==> src/rtl/bram_run_scheduler_if.sv <==
// Host-side BRAM0 access port of the run scheduler: request/grant handshake
// plus the read-valid strobe that tells the host when BRAM0 q is valid.
interface bram_run_scheduler_if #(
    parameter int AWIDTH = 8,
    parameter int DWIDTH = 32
);
    logic              host_req_i;
    logic              host_we_i;
    logic [AWIDTH-1:0] host_addr_i;
    logic [DWIDTH-1:0] host_wdata_i;
    logic              host_gnt_o;
    logic              host_rvalid_o;

    // Host register block side
    modport master (
        output host_req_i, host_we_i, host_addr_i, host_wdata_i,
        input  host_gnt_o, host_rvalid_o
    );

    // Scheduler side
    modport slave (
        input  host_req_i, host_we_i, host_addr_i, host_wdata_i,
        output host_gnt_o, host_rvalid_o
    );
endinterface

==> src/rtl/bram_run_scheduler.sv <==
// BRAM0 run scheduler: owns the single BRAM0 port, lets the host preload it
// while idle, launches the accessor on a legal start command, waits for the
// accessor's done (or a timeout) and hands the port back to the host.
module bram_run_scheduler #(
    parameter int CNT_BIT  = 31,
    parameter int AWIDTH   = 8,
    parameter int DWIDTH   = 32,
    parameter int MEM_SIZE = 256,
    parameter int TO_SLACK = 16
) (
    input  logic               clk,
    input  logic               reset_n,
    // host command / status
    input  logic               cmd_start_i,
    input  logic [CNT_BIT-1:0] cmd_count_i,
    output logic               busy_o,
    output logic               done_o,
    output logic               err_o,
    // host BRAM0 access port
    bram_run_scheduler_if.slave host,
    // accessor
    output logic               acc_start_o,
    output logic [CNT_BIT-1:0] acc_count_o,
    input  logic               acc_done_i,
    input  logic [AWIDTH-1:0]  acc_addr_i,
    input  logic               acc_ce_i,
    // BRAM0 port
    output logic [AWIDTH-1:0]  bram_addr_o,
    output logic               bram_ce_o,
    output logic               bram_we_o,
    output logic [DWIDTH-1:0]  bram_d_o
);

    typedef enum logic [1:0] {
        S_IDLE   = 2'd0,
        S_LAUNCH = 2'd1,
        S_WAIT   = 2'd2,
        S_DONE   = 2'd3
    } state_t;

    localparam logic [CNT_BIT-1:0] MAX_CNT = CNT_BIT'(MEM_SIZE);
    localparam logic [CNT_BIT:0]   SLACK_W = (CNT_BIT+1)'(TO_SLACK);
    localparam logic [CNT_BIT:0]   ONE_W   = (CNT_BIT+1)'(1);

    state_t             state_q,  state_d;
    logic               err_q,    err_d;
    logic [CNT_BIT-1:0] count_q,  count_d;
    logic [CNT_BIT:0]   wcnt_q,   wcnt_d;
    logic               rvalid_q, rvalid_d;

    logic               host_gnt;
    logic               cnt_legal;
    logic [CNT_BIT:0]   wcnt_inc;
    logic [CNT_BIT:0]   wlimit;

    // A start request wins a same-cycle collision; the host simply retries.
    assign host_gnt  = host.host_req_i & (state_q == S_IDLE) & ~cmd_start_i;
    assign cnt_legal = (cmd_count_i != '0) && (cmd_count_i <= MAX_CNT);
    // Wait counter is one bit wider than the run count so count + slack never wraps.
    assign wcnt_inc  = wcnt_q + ONE_W;
    assign wlimit    = {1'b0, count_q} + SLACK_W;

    // State and datapath registers; reset aborts any run immediately.
    always_ff @(posedge clk or negedge reset_n) begin
        if (!reset_n) begin
            state_q  <= S_IDLE;
            err_q    <= 1'b0;
            count_q  <= '0;
            wcnt_q   <= '0;
            rvalid_q <= 1'b0;
        end else begin
            state_q  <= state_d;
            err_q    <= err_d;
            count_q  <= count_d;
            wcnt_q   <= wcnt_d;
            rvalid_q <= rvalid_d;
        end
    end

    // Next-state logic: launch on legal start, wait for done or timeout.
    always_comb begin
        state_d  = state_q;
        err_d    = err_q;
        count_d  = count_q;
        wcnt_d   = wcnt_q;
        // BRAM0 has one cycle of read latency behind a granted host read.
        rvalid_d = host_gnt & ~host.host_we_i;
        case (state_q)
            S_IDLE: begin
                if (cmd_start_i) begin
                    if (cnt_legal) begin
                        state_d = S_LAUNCH;
                        count_d = cmd_count_i;
                        err_d   = 1'b0;
                    end else begin
                        err_d   = 1'b1;
                    end
                end
            end
            S_LAUNCH: begin
                wcnt_d  = '0;
                state_d = S_WAIT;
            end
            S_WAIT: begin
                if (acc_done_i) begin
                    state_d = S_DONE;
                end else begin
                    wcnt_d = wcnt_inc;
                    if (wcnt_inc == wlimit) begin
                        state_d = S_DONE;
                        err_d   = 1'b1;
                    end
                end
            end
            S_DONE: begin
                state_d = S_IDLE;
            end
            default: begin
                state_d = S_IDLE;
            end
        endcase
    end

    // Outputs: status decode and BRAM0 port mux (accessor owns it in LAUNCH/WAIT).
    always_comb begin
        busy_o      = (state_q != S_IDLE);
        done_o      = (state_q == S_DONE);
        acc_start_o = (state_q == S_LAUNCH);
        if ((state_q == S_LAUNCH) || (state_q == S_WAIT)) begin
            bram_addr_o = acc_addr_i;
            bram_ce_o   = acc_ce_i;
            bram_we_o   = 1'b0;
            bram_d_o    = '0;
        end else begin
            bram_addr_o = host.host_addr_i;
            bram_ce_o   = host_gnt;
            bram_we_o   = host_gnt & host.host_we_i;
            bram_d_o    = host.host_wdata_i;
        end
    end

    assign err_o              = err_q;
    assign acc_count_o        = count_q;
    assign host.host_gnt_o    = host_gnt;
    assign host.host_rvalid_o = rvalid_q;

endmodule

==> src/flat_wrapper.sv <==
// flat-port wrapper written by rule: the top's interface ports become plain ports
module bram_run_scheduler_flat 
#(
    parameter int CNT_BIT  = 31,
    parameter int AWIDTH   = 8,
    parameter int DWIDTH   = 32,
    parameter int MEM_SIZE = 256,
    parameter int TO_SLACK = 16
)
  (clk, reset_n, cmd_start_i, cmd_count_i, busy_o, done_o, err_o, acc_start_o, acc_count_o, acc_done_i, acc_addr_i, acc_ce_i, bram_addr_o, bram_ce_o, bram_we_o, bram_d_o, host_host_req_i, host_host_we_i, host_host_addr_i, host_host_wdata_i, host_host_gnt_o, host_host_rvalid_o);
  bram_run_scheduler_if #(.AWIDTH(AWIDTH), .DWIDTH(DWIDTH)) host_i ();
  input  logic clk;
  input  logic reset_n;
  input  logic cmd_start_i;
  input  logic [CNT_BIT-1:0] cmd_count_i;
  output logic busy_o;
  output logic done_o;
  output logic err_o;
  output logic acc_start_o;
  output logic [CNT_BIT-1:0] acc_count_o;
  input  logic acc_done_i;
  input  logic [AWIDTH-1:0] acc_addr_i;
  input  logic acc_ce_i;
  output logic [AWIDTH-1:0] bram_addr_o;
  output logic bram_ce_o;
  output logic bram_we_o;
  output logic [DWIDTH-1:0] bram_d_o;
  input wire logic [$bits(host_i.host_req_i)-1:0] host_host_req_i;
  input wire logic [$bits(host_i.host_we_i)-1:0] host_host_we_i;
  input wire logic [$bits(host_i.host_addr_i)-1:0] host_host_addr_i;
  input wire logic [$bits(host_i.host_wdata_i)-1:0] host_host_wdata_i;
  output wire logic [$bits(host_i.host_gnt_o)-1:0] host_host_gnt_o;
  output wire logic [$bits(host_i.host_rvalid_o)-1:0] host_host_rvalid_o;
  assign host_i.host_req_i = host_host_req_i;
  assign host_i.host_we_i = host_host_we_i;
  assign host_i.host_addr_i = host_host_addr_i;
  assign host_i.host_wdata_i = host_host_wdata_i;
  assign host_host_gnt_o = host_i.host_gnt_o;
  assign host_host_rvalid_o = host_i.host_rvalid_o;
  bram_run_scheduler #(.CNT_BIT(CNT_BIT), .AWIDTH(AWIDTH), .DWIDTH(DWIDTH), .MEM_SIZE(MEM_SIZE), .TO_SLACK(TO_SLACK)) u_core (.clk(clk), .reset_n(reset_n), .cmd_start_i(cmd_start_i), .cmd_count_i(cmd_count_i), .busy_o(busy_o), .done_o(done_o), .err_o(err_o), .host(host_i), .acc_start_o(acc_start_o), .acc_count_o(acc_count_o), .acc_done_i(acc_done_i), .acc_addr_i(acc_addr_i), .acc_ce_i(acc_ce_i), .bram_addr_o(bram_addr_o), .bram_ce_o(bram_ce_o), .bram_we_o(bram_we_o), .bram_d_o(bram_d_o));
endmodule
==> config.mk <==
export PLATFORM = sky130hd
export DESIGN_NAME = bram_run_scheduler_flat
export DESIGN_NICKNAME = d
export VERILOG_FILES = /design/src/rtl/bram_run_scheduler_if.sv /design/src/rtl/bram_run_scheduler.sv /design/src/flat_wrapper.sv
export SDC_FILE = /design/constraint.sdc
export NUM_CORES = 1
export LEC_CHECK = 0
export CELL_PAD_IN_SITES_DETAIL_PLACEMENT = 2
export CELL_PAD_IN_SITES_GLOBAL_PLACEMENT = 2
export CORE_MARGIN = 2
export CORE_UTILIZATION = 24
export CTS_BUF_LIST = sky130_fd_sc_hd__clkbuf_4 sky130_fd_sc_hd__clkbuf_8 sky130_fd_sc_hd__clkbuf_16
export DETAILED_ROUTE_END_ITERATION = 10
export GPL_TIMING_DRIVEN = 0
export MAX_ROUTING_LAYER = met4
export PLACE_DENSITY_LB_ADDON = 0.2
export SLEW_MARGIN = 20
export SYNTH_ARGS = -nofsm -noshare
export SYNTH_HDL_FRONTEND = slang
export SYNTH_SLANG_ARGS = --single-unit
==> constraint.sdc <==
create_clock -name clk -period 3.2 [get_ports clk]
set_input_delay 0.48 -clock clk [delete_from_list [all_inputs] [get_ports clk]]
set_output_delay 0.48 -clock clk [all_outputs]
set_load 0.02 [all_outputs]
==> impl_metrics.csv <==
group,metric,value,unit
floorplanning,die_x,148,µm
timing,worst_slack,-0.0620,ns
yosys,synth_flop_cell,"dfrtp_1",
timing,max_freq,0.307,GHz
outcome,violations,"setup timing",
worst_setup_path,crit_path_end_kind,"flop",
yosys,synth_area_leaders,"dfrtp_1, xnor2_1, o21ai_0",
power_and_ir_drop,combPwrFrac,53.2,%
yosys,yosysTopAreaCell,"dfrtp_1",
drt,drtAntennaViolNets,0,
timing,setup_viol,1,
timing,skew,0.00770,ns
global_routing,met3_usage,5.31,%
clocking,ctsLongestPathBuffers,2,
worst_setup_path,crit_buf_inv,1,
global_routing,grt_max_degree,36,
clocking,cts_max_level,3,
drt,drc,0,
power_and_ir_drop,power.internal,2.49,mW
global_routing,use_met2,37.5,%
worst_setup_path,worstPathRequired,3.42,ns
drt,viasPerCell,5.14,
layout,fin_area,0.00762,mm²
worst_setup_path,cp-startpoint,"u_core.wcnt_q[25]",
timing,rsz0062_at_grt,"true",
yosys,ys_seq_area_share,33.8,%
power_and_ir_drop,seqPwrFrac,21.8,%
worst_setup_path,ff2ff_path_depth,10,
timing,hold_viol,0,
yosys,synth_edf_count,0,
worst_setup_path,path_cells,"clkbuf_1, nand4_1, nor4_1, nand3b_1, a21o_1, a2111oi_2, o2111ai_2, nor4_4, o21ai_2, mux2_4",
worst_setup_path,r2r_slack,-0.06,ns
layout,drive_gt1_share,15.5,%
drt,vias,5337,
floorplanning,rows,52,
timing,min_period,3.26,ns
worst_setup_path,r2r_start,"u_core.wcnt_q[25]",
layout,final_cell_mix,"clkdlybuf4s50_1, dfrtp_1, o21ai_0",
power_and_ir_drop,sw_frac_of_total,40.2,%
timing,tightestPinTransition,0.766,ns
worst_setup_path,critPathMaxStageDelay,0.51,ns
worst_setup_path,worstPathMaxFanout,7,
yosys,syn-cell-area,0.00496,mm²
worst_setup_path,slowest_stage,"nor4_1",
floorplanning,start_util,24.5,%
job,max_cap_violations,0,
layout,area_growth_syn_to_layout,53.6,%
power_and_ir_drop,powerDensity,547,mW/mm²
yosys,postSynthCellCount,576,
worst_setup_path,crit_cells,10,
power_and_ir_drop,clockPowerShare,25.0,%
floorplanning,die_area,0.0218,mm²
global_routing,antenna_found_initial,1,
global_routing,overflow,0,
timing,slew_headroom,49.0,%
layout,final_nets,855,
drt,routedWlPerCell,21.4,µm
drt,first_pass_iters,4,
power_and_ir_drop,ir_worst_vdd,0.353,mV
clocking,cts.sinks,67,
timing,slew_violations,0,
yosys,ys_ff_latch,67,
worst_setup_path,crit_end,"u_core.state_q[1]",
yosys,synth_cell_types,55,
power_and_ir_drop,power.leakage,3.01,nW
clocking,cts.reportedPaths.clkPinSlew,0.06,ns
global_routing,track_usage,21.3,%
placed_design,gp_congestion,0.857,
drt,wl,22300,µm
placed_design,port_buffers,163,
timing,period_share,102,%
clocking,tritoncts,"done",
worst_setup_path,timing.critical_path.max_delay_family,"simple AND/OR/NAND/NOR gates",
yosys,yosys_warnings,0,
layout,nFillCells,2217,
global_routing,top_usage_layer,"met2",
global_routing,met1_usage,24.1,%
outcome,outcome,"finished with violations",
global_routing,grt_pass1_vias,5937,
timing,tns,-0.0620,ns
clocking,clkLatencyLatePin,0.34,ns
placed_design,placed_area,0.00695,mm²
worst_setup_path,path_class,"flop to flop",
global_routing,grt_first_pass_wirelength,34700,µm
clocking,cts_made_buffers,9,
drt,drt_iter0_drc,197,
min_path,hold_class,"primary input to async pin",
layout,final_common_cell,"clkdlybuf4s50_1",
clocking,cts.hold.buffers_added,0,
worst_setup_path,r2r_end,"u_core.state_q[1]",
placed_design,dp_hpwl,17200,µm
floorplanning,fp.coreArea,0.0202,mm²
floorplanning,ios,165,
yosys,syn_area_per_cell,8.61,µm²
worst_setup_path,start_kind,"flop",
floorplanning,die_h,148,µm
yosys,synth_fp_nets,668,
clocking,cts_root_buffer,"clkbuf_16",
yosys,async_flop_share,100,%
worst_setup_path,crit_arrival,3.48,ns
yosys,synth_top_area_share,33.8,%
power_and_ir_drop,p_sw,1.67,mW
==> what timing repair did <==
item	in CTS	in global routing
setup buffers	13	5
gates resized for setup	40	25
pin swaps	7	9
setup endpoints to repair	34	30
==> registers in the layout, summed over array words and instances (netlist names) <==
register,flops
u_core.err_o,1
u_core.acc_count_o,31
u_core.state_q,2
u_core.host.host_rvalid_o,1
u_core.wcnt_q,32
==> per-layer routing <==
| layer | vias up | routed length, µm |
|---|---|---|
| met4 | 0 | 250 |
| met3 | 15 | 1290 |
| met1 | 2713 | 9150 |
| met5 | - | 0 |
| li1 | 2460 | - |
| met2 | 149 | 11600 |
==> cell usage after synthesis, drive strengths merged, types with 25 or more instances <==
master,count
clkbuf,25
dfrtp,67
nand2,42
nand3,28
nand4,27
nor2,38
nor2b,33
o21ai,45
xnor2,44
==> through the flow <==
step	instances	hold WS (ns)	utilization (%)	total power [mW]	setup slack, ns
2_1_floorplan	576	0.184	-	2.02	0.0232
3_3_place_gp	1009	0.507	34.3	3.04	-0.881
3_5_place_dp	1010	0.474	34.4	3.09	-0.732
4_1_cts	1036	0.116	37.2	4.20	-0.0995
5_1_grt	1038	0.136	37.6	4.41	-0.163
6_report	1038	0.108	37.6	4.16	-0.0620
==> worst min path at each step <==
| stage | end | slack [ns] | depth (start not counted) |
|---|---|---|---|
| after floorplan | u_core.acc_count_o[0] | 0.18 | 0 |
| after global placement | u_core.err_o | 0.51 | 2 |
| after detailed placement | u_core.acc_count_o[4] | 0.47 | 1 |
| after CTS | u_core.acc_count_o[6] | 0.12 | 1 |
| after global routing | u_core.acc_count_o[4] | 0.14 | 1 |
| final | u_core.acc_count_o[4] | 0.11 | 1 |
==> logic make-up (layout without fill, tap and decap cells) <==
family                     count (synthesis)  count (layout)  synth area share, %
and+or+nand+nor                          261             261                 30.0
AOI/OAI and AO/OA                        108             108                 13.7
DFF                                       67              67                 33.8
xor gates and xnor gates                  65              65                 12.3
buffers and inverters                     48             239                 3.86
muxes                                     21              21                 4.77
adders and majority gates                  6               6                 1.51
other                                      0               1                    0
==> power by group through the flow <==
stage	clock (mW)	sequential (mW)	combinational [mW]
floorplan	0	0.917	1.10
global placement	0	0.924	2.12
detailed placement	0	0.927	2.16
CTS	1.06	0.909	2.24
global route	1.10	0.913	2.39
finish	1.04	0.909	2.21
==> final cells by class <==
cell class                 instances  area (µm²)  area share, %
timing repair buffer             182        1780           23.4
clock inverter                     2        35.0          0.460
clock buffer                      13         268           3.52
sequential                        67        1700           22.3
antenna                            1        2.50         0.0329
multi-input combinational        461        3310           43.4
buffer                            29         138           1.81
tap                              270         338           4.43
inverter                          13        48.8          0.641
(Power assumes the default switching activity.)
